## src/rtl/rng_pkg.sv

```systemverilog
// Shared state encodings and helpers for the RNG word collector.
package rng_pkg;

    typedef enum logic [1:0] {
        ST_IDLE = 2'd0,
        ST_RUN  = 2'd1,
        ST_FAIL = 2'd2
    } state_t;

    function automatic int unsigned clog2(input int unsigned value);
        int unsigned r;
        r = 0;
        for (int unsigned i = 0; i < 32; i++) begin
            if ((64'd1 << i) < 64'(value)) r = i + 1;
        end
        return r;
    endfunction

endpackage

```

## src/rtl/rng_sync_fifo.sv

```systemverilog
// Synchronous FIFO with register-array storage, flush, and push/pop while full.
module rng_sync_fifo
    import rng_pkg::*;
#(
    parameter int unsigned WIDTH = 32,
    parameter int unsigned DEPTH = 8
) (
    input  logic                      clk,
    input  logic                      rst,
    input  logic                      push,
    input  logic                      pop,
    input  logic                      flush,
    input  logic [WIDTH-1:0]          din,
    output logic [WIDTH-1:0]          dout,
    output logic                      empty,
    output logic                      full,
    output logic [clog2(DEPTH):0]     level
);

    localparam int unsigned AW = clog2(DEPTH);
    localparam int unsigned LW = AW + 1;

    logic [WIDTH-1:0] mem [DEPTH];
    logic [AW-1:0]    wr_ptr;
    logic [AW-1:0]    rd_ptr;
    logic [LW-1:0]    count;
    logic             do_push;
    logic             do_pop;

    assign empty   = (count == '0);
    assign full    = (count == LW'(DEPTH));
    assign level   = count;
    assign dout    = mem[rd_ptr];
    assign do_pop  = pop && !empty;
    // A full FIFO still accepts a push when the head leaves in the same cycle.
    assign do_push = push && (!full || do_pop);

    always_ff @(posedge clk) begin
        if (!rst) begin
            for (int unsigned i = 0; i < DEPTH; i++) mem[i] <= '0;
            wr_ptr <= '0;
            rd_ptr <= '0;
            count  <= '0;
        end else if (flush) begin
            wr_ptr <= '0;
            rd_ptr <= '0;
            count  <= '0;
        end else begin
            if (do_push) begin
                mem[wr_ptr] <= din;
                wr_ptr      <= wr_ptr + AW'(1);
            end
            if (do_pop) rd_ptr <= rd_ptr + AW'(1);
            count <= count + LW'(do_push) - LW'(do_pop);
        end
    end

endmodule

```

## src/rtl/rng_word_collector.sv

```systemverilog
// Collects RNG bytes into words, buffers them and stops on a stuck source.
module rng_word_collector
    import rng_pkg::*;
#(
    parameter int unsigned BYTES_PER_WORD = 4,
    parameter int unsigned FIFO_DEPTH     = 8,
    parameter int unsigned REP_LIMIT      = 16
) (
    input  logic                          clk,
    input  logic                          rst,
    input  logic                          start_i,
    input  logic                          clear_i,
    output logic                          rng_enable_o,
    input  logic                          rng_valid_i,
    input  logic [7:0]                    rng_data_i,
    output logic [8*BYTES_PER_WORD-1:0]   word_o,
    output logic                          word_valid_o,
    input  logic                          word_ready_i,
    output logic [clog2(FIFO_DEPTH):0]    fifo_level_o,
    output logic                          overflow_o,
    output logic                          health_fail_o
);

    localparam int unsigned WORD_W = 8 * BYTES_PER_WORD;
    localparam int unsigned LW     = clog2(FIFO_DEPTH) + 1;
    localparam int unsigned CW     = clog2(BYTES_PER_WORD + 1);

    state_t            state;
    logic [WORD_W-1:0] pack;
    logic [WORD_W-1:0] word_next;
    logic [WORD_W-1:0] push_word;
    logic [CW-1:0]     byte_cnt;
    logic [7:0]        prev_byte;
    logic [7:0]        rep_cnt;
    logic [7:0]        rep_next;
    logic              push_q;
    logic              overflow;
    logic              health_fail;
    logic              accept;
    logic              trip;
    logic              word_done;
    logic              ovf_set;
    logic              fifo_empty;
    logic              fifo_full;

    assign accept    = (state == ST_RUN) && start_i && rng_valid_i;
    // rep_cnt == 0 marks "no previous byte since IDLE".
    assign rep_next  = (rep_cnt != 8'd0 && rng_data_i == prev_byte)
                     ? ((rep_cnt == 8'hFF) ? rep_cnt : rep_cnt + 8'd1) : 8'd1;
    assign trip      = accept && (rep_next == 8'(REP_LIMIT));
    assign word_done = accept && !trip && (byte_cnt == CW'(BYTES_PER_WORD - 1));
    assign ovf_set   = push_q && fifo_full && !(word_valid_o && word_ready_i) && !trip;

    assign word_valid_o  = !fifo_empty;
    assign rng_enable_o  = (state == ST_RUN) && (fifo_level_o < LW'(FIFO_DEPTH - 1));
    assign overflow_o    = overflow;
    assign health_fail_o = health_fail;

    always_comb begin
        word_next = pack;
        for (int unsigned k = 0; k < BYTES_PER_WORD; k++) begin
            if (byte_cnt == CW'(k)) word_next[8*k +: 8] = rng_data_i;
        end
    end

    always_ff @(posedge clk) begin
        if (!rst) begin
            state       <= ST_IDLE;
            pack        <= '0;
            push_word   <= '0;
            byte_cnt    <= '0;
            prev_byte   <= '0;
            rep_cnt     <= '0;
            push_q      <= 1'b0;
            overflow    <= 1'b0;
            health_fail <= 1'b0;
        end else begin
            push_q <= 1'b0;
            if (clear_i)      overflow <= 1'b0;
            else if (ovf_set) overflow <= 1'b1;

            unique case (state)
                ST_IDLE: begin
                    rep_cnt  <= '0;
                    byte_cnt <= '0;
                    pack     <= '0;
                    if (start_i && !clear_i) state <= ST_RUN;
                end
                ST_RUN: begin
                    if (!start_i) begin
                        state    <= ST_IDLE;
                        byte_cnt <= '0;
                        pack     <= '0;
                    end else if (trip) begin
                        state       <= ST_FAIL;
                        health_fail <= 1'b1;
                        rep_cnt     <= rep_next;
                        byte_cnt    <= '0;
                        pack        <= '0;
                    end else if (accept) begin
                        rep_cnt   <= rep_next;
                        prev_byte <= rng_data_i;
                        if (word_done) begin
                            push_q    <= 1'b1;
                            push_word <= word_next;
                            byte_cnt  <= '0;
                            pack      <= '0;
                        end else begin
                            pack     <= word_next;
                            byte_cnt <= byte_cnt + CW'(1);
                        end
                    end
                end
                ST_FAIL: begin
                    if (clear_i) begin
                        state       <= ST_IDLE;
                        health_fail <= 1'b0;
                        rep_cnt     <= '0;
                    end
                end
                default: state <= ST_IDLE;
            endcase
        end
    end

    rng_sync_fifo #(
        .WIDTH (WORD_W),
        .DEPTH (FIFO_DEPTH)
    ) u_fifo (
        .clk   (clk),
        .rst   (rst),
        .push  (push_q),
        .pop   (word_ready_i),
        .flush (trip),
        .din   (push_word),
        .dout  (word_o),
        .empty (fifo_empty),
        .full  (fifo_full),
        .level (fifo_level_o)
    );

endmodule

```

## config.mk

```make
export PLATFORM = sky130hd
export DESIGN_NAME = rng_word_collector
export DESIGN_NICKNAME = d
export VERILOG_FILES = /design/src/rtl/rng_pkg.sv /design/src/rtl/rng_sync_fifo.sv /design/src/rtl/rng_word_collector.sv
export SDC_FILE = /design/constraint.sdc
export NUM_CORES = 1
export LEC_CHECK = 0
export BUFFER_PORTS_ARGS = -buffer_cell sky130_fd_sc_hd__buf_2
export CAP_MARGIN = 20
export CORE_ASPECT_RATIO = 1.5
export CORE_UTILIZATION = 43
export DETAILED_ROUTE_END_ITERATION = 6
export REMOVE_ABC_BUFFERS = 1
export SLEW_MARGIN = 5
export SYNTH_ARGS = -nofsm -noshare
export SYNTH_HDL_FRONTEND = slang
export SYNTH_HIERARCHICAL = 1
export SYNTH_SLANG_ARGS = --single-unit
```

## constraint.sdc

```tcl
create_clock -name clk -period 11 [get_ports clk]
set_input_delay 1.65 -clock clk [delete_from_list [all_inputs] [get_ports clk]]
set_output_delay 1.65 -clock clk [all_outputs]
set_load 0.05 [all_outputs]
```

==> flow_summary.json, run 1 <==
{
  "overflow": 0,
  "drv_slew": 0,
  "worstSetupStartpointType": "flip-flop",
  "wl_met1_um": 14970,
  "detail-route-antenna-nets": 0,
  "yosys_warnings": 6,
  "nets": 1270,
  "synth_ff_type": "edfxtp_1",
  "htree_levels": 2,
  "power.leakage_nw": 5.598,
  "wl_per_cell_um": 21.40,
  "portBuffers": 53,
  "status": "complete, no violations",
  "netlist_area_mm2": 0.01570,
  "hpwl_um": 20880,
  "rows": 85,
  "syn_avg_cell_area_um2": 12.77,
  "clk_pin_slew_ns": 0.06,
  "grt_max_degree": 67,
  "met3_length_um": 1608,
  "root_buffer": "clkbuf_16",
  "start_util_pct": 43.68,
  "vias": 9800,
  "hold_viol": 0,
  "design_area_mm2": 0.01743,
  "critPathRequiredTime_ns": 9.35,
  "ys_ff_latch": 349,
  "routed_wl_um": 37410,
  "area_growth_pct": 11.01,
  "drc": 0,
  "fin_setup_tns_ns": 0,
  "antenna_found_initial": 0,
  "cts_made_buffers": 34,
  "grt_setup_unrepaired": "no",
  "post_dp_cell_area_mm2": 0.01636,
  "first_global_vias": 10186,
  "viasPerCell": 5.606,
  "path_max_fanout": 37,
  "grt_usage_pct": 20.81,
  "finalClockSkew_ns": 0.02586,
  "cts-resized-gates": 0,
  "period_needed_ns": 4.891,
  "post_cts_buffers": 0,
  "ir_worst_vdd_mv": 0.1660,
  "fill_cells": 3265,
  "layout_worst_path_cycle_share_pct": 44.46,
  "place_congestion": 0.8096,
  "cts.sinks": 349,
  "max_slew_margin_pct": 28.59,
  "ys_async_sr_fraction_pct": 0,
  "cts_tree": "done",
  "dieArea_mm2": 0.03730,
  "synth_edf_count": 256,
  "clk_latency_ns": 0.53,
  "p_per_area_mw_per_mm2": 182.9,
  "critPathArrivalTime_ns": 3.24,
  "worst_pin_slew_ns": 1.071,
  "critPathKind": "flip-flop to output port",
  "fmaxAchievable_mhz": 204.5,
  "drtIter0Drc": 613,
  "coreArea_mm2": 0.03595,
  "cts_buffer_depth": 3,
  "drive_gt1_share_pct": 19.87,
  "dr_wl_met2_um": 19720,
  "ys_seq_area_share_pct": 60.82,
  "hold_buffers": 0,
  "synth_cell_type_count": 60,
  "grt_pass1_wl_um": 57950,
  "end_kind": "output port",
  "fp.dieH_um": 236.0,
  "setup_violations": 0,
  "synth_cells": 1229,
  "drtPass1Iterations": 5,
  "ios": 54,
  "routed.top_layer": "met4",
  "die_width_um": 158.0,
  "maxCapViolCount": 0,
  "hold_path.class": "flip-flop to flip-flop"
}
cell type report:
type	count	area, µm²	share of cell area [%]
Inverter	22	82.58	0.4738
Clock buffer	53	1006	5.772
Timing Repair Buffer	81	485.5	2.786
Tap cell	478	598.1	3.432
Sequential cell	349	9555	54.83
Clock inverter	9	55.05	0.3159
Multi-Input combinational cell	754	5640	32.36
Antenna cell	2	5.005	0.02872
flip-flops by register name, indices dropped and copies added (netlist names), 4 cells and up, named ones only:
name	flops
u_fifo/level	4
rep_cnt	8
u_fifo/mem	256
push_word	32
prev_byte	8
pack	24
per-layer routing:
| metal | GRT usage [%] | vias up |
|---|---|---|
| met3 | 2.609 | 62 |
| met4 | 7.343 | 0 |
| met1 | 25.69 | 4990 |
| li1 | - | 4505 |
| met5 | 0 | - |
| met2 | 36.96 | 243 |
worst max-delay path: stages, from the launching register on:
cell	delay, ns
dfxtp_4	0.87
buf_4	0.65
mux4_2	0.62
mux2_2	0.31
buf_2	0.22
power breakdown:
group	switching, W	leakage, nW	internal [W]
Clock	0.000487	0.503	0.000633
Combinational	0.000344	1.81	0.000215
Sequential	0.0000473	3.28	0.00146
Total	0.000878	5.60	0.00231
metrics by stage:
step | worst slack [ns] | instances | hold WS [ns] | total power, W | utilization (%)
6_report | 6.109 | 1748 | 0.4638 | 0.003187 | 48.48
5_1_grt | 5.862 | 1746 | 0.4852 | 0.003305 | 48.47
4_1_cts | 5.983 | 1746 | 0.4716 | 0.003225 | 48.47
3_5_place_dp | 5.617 | 1684 | 0.4540 | 0.002107 | 45.52
3_3_place_gp | 5.694 | 1682 | 0.4491 | 0.002100 | 45.45
2_1_floorplan | 5.012 | 1125 | 0.4465 | 0.001966 | -
worst paths after layout:
kind,from,to,slack [ns],cells past startpoint
setup / recovery,flip-flop,word_o[27],6.11,4
hold / removal,overflow_o$_SDFFE_PP0P_,overflow_o$_SDFFE_PP0P_,0.46,1
setup reg to reg,prev_byte[1]$_SDFFE_PN0P_,u_fifo/mem[6][15]$_SDFFCE_PN0P_,7.11,8
hold reg to reg,overflow_o$_SDFFE_PP0P_,overflow_o$_SDFFE_PP0P_,0.46,1
logic make-up after synthesis:
kind of cell / count (synthesis) / share of synthesized area [%]
compound gates: 112 / 5.069
xor+xnor: 11 / 0.6136
fa+ha+maj: 14 / 1.164
buf+inv: 126 / 4.160
flops: 349 / 60.82
mux: 165 / 15.88
simple gates: 452 / 12.30
cell usage after synthesis (2+ instances only):
cell type / count / area share, %
nor2_1: 288 / 6.9
edfxtp_1: 256 / 49
dfxtp_1: 93 / 12
nand3_1: 71 / 2.3
mux2i_1: 69 / 4.4
mux4_2: 64 / 9.2
clkbuf_1: 47 / 1.1
nand2_1: 41 / 0.98
a21oi_1: 35 / 1.1
mux2_2: 32 / 2.3
a311oi_1: 28 / 1.6
inv_1: 22 / 0.53
buf_2: 20 / 0.64
o21ai_0: 15 / 0.48
buf_6: 14 / 1.0
ha_1: 13 / 1.0
buf_1: 11 / 0.26
buf_4: 10 / 0.48
nor2b_1: 10 / 0.40
a31oi_1: 9 / 0.36
nand2b_1: 6 / 0.24
nor2_2: 6 / 0.24
xor2_1: 6 / 0.33
and2_1: 5 / 0.20
xnor2_1: 5 / 0.28
nor3_1: 4 / 0.13
o2111ai_2: 4 / 0.38
nor4_1: 3 / 0.12
o211ai_1: 3 / 0.14
or4_1: 3 / 0.14
and4_1: 2 / 0.11
o21a_1: 2 / 0.096
o31ai_1: 2 / 0.096
or2_2: 2 / 0.080
or3_1: 2 / 0.080
or3b_1: 2 / 0.11
cell usage in the layout, fill, tap and decap left out, types with 9 or more instances in the layout:
cell type / count
a311oi_1: 28
inv_1: 22
mux2_2: 32
nand3_1: 71
a31oi_1: 9
mux4_2: 64
a21oi_1: 35
buf_4: 27
clkbuf_1: 14
nand2_1: 41
nor2_1: 286
clkbuf_16: 37
nor2b_1: 9
ha_1: 13
mux2i_1: 69
edfxtp_1: 256
dfxtp_1: 90
buf_2: 52
No activity file was read; power rests on OpenSTA's default activity.
==> run 2: changes to the inputs <==
ABC_AREA = 1   (was not set)
clock period = 4.5 ns   (was 11 ns; I/O delays follow)
==> run 2 against run 1 <==
Net effect:
- via count up 27%
- combinational power grew to 3.5 times the previous value
- first-iteration DRC count rose by 38%
- worst setup slack lost 5.4 ns
- register-to-register slack lost 6.2 ns
- die area is 4.2% higher
- global-route usage rose by 1.9 points
- clock power increased to 2.8 times the previous value
- routed wire length rose by 16%
- critical path type unchanged
- largest cell class unchanged
==> flow_summary.json, run 2 <==
{
  "status": "complete, no violations",
  "root_buffer": "clkbuf_16",
  "portBuffers": 53,
  "drv_slew": 0,
  "drc": 0,
  "drtPass1Iterations": 5,
  "area_growth_pct": 11.59,
  "regMostFlops": "u_fifo/mem",
  "vias": 12449,
  "maxCapViolCount": 0,
  "placed_cells": 2349,
  "synthTopCellsByCount": "505 x nor2_1, 309 x nand2_1, 256 x edfxtp_1",
  "post_cts_buffers": 0,
  "coreArea_mm2": 0.03755,
  "fill_cells": 3575,
  "nets": 1926,
  "grt_setup_unrepaired": "no",
  "hpwl_um": 29200,
  "critPathArrivalTime_ns": 3.11,
  "synth_top_area_cell": "edfxtp_1",
  "synth_edf_count": 256,
  "max_slew_margin_pct": 49.60,
  "holdWs_ns": 0.4452,
  "critPathRequiredTime_ns": 3.83,
  "htree_levels": 2,
  "antenna_found_initial": 0,
  "grt_use_met3_pct": 2.612,
  "hold_viol": 0,
  "grt_max_degree": 71,
  "ys_top_cells_by_area": "edfxtp_1 47%, dfxtp_1 12%, nor2_1 12%",
  "grt_util_met2_pct": 43.46,
  "place_congestion": 0.8267,
  "path_cells": "clkinv_2, buf_4, o21ai_0, o21ai_0, nand2_1, nand2_1, buf_2",
  "grt.busiest_layer": "met2",
  "netlist_area_mm2": 0.01637,
  "worst_slack_ns": 0.7179,
  "whs_path_depth": 2,
  "first_global_vias": 12372,
  "cts.sinks": 357,
  "rows": 87,
  "critPathKind": "flip-flop to output port",
  "clk_pin_slew_ns": 0.06,
  "dieArea_mm2": 0.03887,
  "cts_made_buffers": 36,
  "synth_ff_type": "edfxtp_1",
  "overflow": 0,
  "reg2reg_depth": 17,
  "fin_setup_tns_ns": 0,
  "fmaxAchievable_mhz": 264.4,
  "yosys.cell_count.top_type": "nor2_1",
  "worst_pin_slew_ns": 0.7560,
  "ys_ff_latch": 357,
  "drtIter0Drc": 843,
  "worstSetupStartpointType": "flip-flop",
  "end_kind": "output port",
  "setup_violations": 0,
  "fin_util_pct": 48.65,
  "fp.dieH_um": 241.0,
  "period_needed_ns": 3.782,
  "ios": 54,
  "finalClockSkew_ns": 0.01356,
  "grt_pass1_wl_um": 67640,
  "power.leakage_nw": 6.481,
  "final_common_cell": "nor2_1",
  "synth_cell_type_count": 36,
  "ys_seq_area_share_pct": 59.30,
  "cts_tree": "done",
  "fin_cells": 2410,
  "clk_latency_ns": 0.53,
  "start_util_pct": 43.59,
  "critPathSlowestCell": "dfxtp_4",
  "die_width_um": 161.3,
  "largest_reg_flops": 256,
  "synth_cells": 1870,
  "num_antenna_cells": 0,
  "hold_buffers": 0,
  "p_per_area_mw_per_mm2": 486.2,
  "hold_path.class": "flip-flop to flip-flop",
  "dp_slack_ns": 0.6871,
  "syn_avg_cell_area_um2": 8.755,
  "netlist.area_leader.share_pct": 46.95,
  "grt_usage_pct": 22.75,
  "cts_buffer_depth": 3,
  "cpPeakStageDelay_ns": 0.64,
  "detail-route-antenna-nets": 0,
  "ir_worst_vdd_mv": 0.2690,
  "ys_async_sr_fraction_pct": 0,
  "yosys_warnings": 6,
  "final_cell_mix": "505 x nor2_1, 309 x nand2_1, 256 x edfxtp_1",
  "largest_registers": "u_fifo/mem x256, pack x32, push_word x32",
  "gr-usage-met1_pct": 25.17,
  "drive_gt1_share_pct": 10.20,
  "path_max_fanout": 51,
  "wl_per_cell_um": 18.03,
  "viasPerCell": 5.166,
  "routed_wl_um": 43460,
  "cts-resized-gates": 0,
  "layout_worst_path_cycle_share_pct": 84.05
}
run 2: changes by cell type in the layout (fill, tap and decap cells not counted), moves of 32 or more:
| cell | change |
|---|---|
| inv_1 | +122 |
| mux2_2 | -32 |
| mux2i_1 | -69 |
| mux4_2 | -64 |
| nand2_1 | +268 |
| nand3_1 | -42 |
| nor2_1 | +219 |
| o21ai_0 | +244 |
run 2: final timing paths:
kind,start,endpoint,slack [ns]
max reg2reg,rep_cnt[0]$_SDFFE_PN0P_,u_fifo/mem[7][10]$_SDFFCE_PN0P_,0.96
min,push_word[27]$_SDFFE_PN0P_,push_word[27]$_SDFFE_PN0P_,0.45
max,flip-flop,word_o[17],0.72
min reg2reg,push_word[27]$_SDFFE_PN0P_,push_word[27]$_SDFFE_PN0P_,0.45
run 2: layout make-up:
class / instances / area [µm²] / area share, %
clock buffer: 43 / 1011 / 5.533
clock inverter: 18 / 217.7 / 1.192
inverter: 154 / 579.3 / 3.171
multi-input combinational: 1255 / 5560 / 30.43
sequential: 357 / 9717 / 53.18
tap: 489 / 611.8 / 3.349
timing repair buffer: 94 / 573.1 / 3.137
run 2: critical path: cells and delay by family (launching register included):
kind                   cells  cell delay [ns]
AND/OR/NAND/NOR            2             0.15
AO/OA/AOI/OAI              2             0.52
buffers and inverters      3             1.22
flip-flops                 1             0.64
run 2: routing by layer:
layer / wire length [µm] / vias up / share of wire [%]
met3: 1609 / 101 / 3.7
met2: 23380 / 289 / 54
met5: 0 / - / 0
met1: 16860 / 5916 / 39
met4: 1610 / 0 / 3.7
li1: - / 6143 / -
run 2: logic make-up (layout without fill, tap and decap cells):
logic type,Yosys count,in the layout,synth area share [%]
AO/OA/AOI/OAI,335,335,10.29
XOR/XNOR,6,6,0.3210
adder cells (fa/ha/maj),14,14,1.116
buffers and inverters,258,309,6.733
flip-flops,357,357,59.30
AND/OR/NAND/NOR,900,900,22.24
run 2: stage by stage:
stage / power, W / instance area, µm²
CTS: 0.008971 / 18270
floorplan: 0.005194 / 15850
global placement: 0.005818 / 17040
global route: 0.009274 / 18270
finish: 0.008882 / 18270
detailed placement: 0.005834 / 17040
run 2: power breakdown:
group	internal [W]	total, W	leakage (nW)	switching [W]
Sequential	0.00365	0.00378	3.32	0.000133
Clock	0.00189	0.00314	0.606	0.00125
Combinational	0.000466	0.00197	2.56	0.00150
Total	0.00600	0.00888	6.48	0.00288
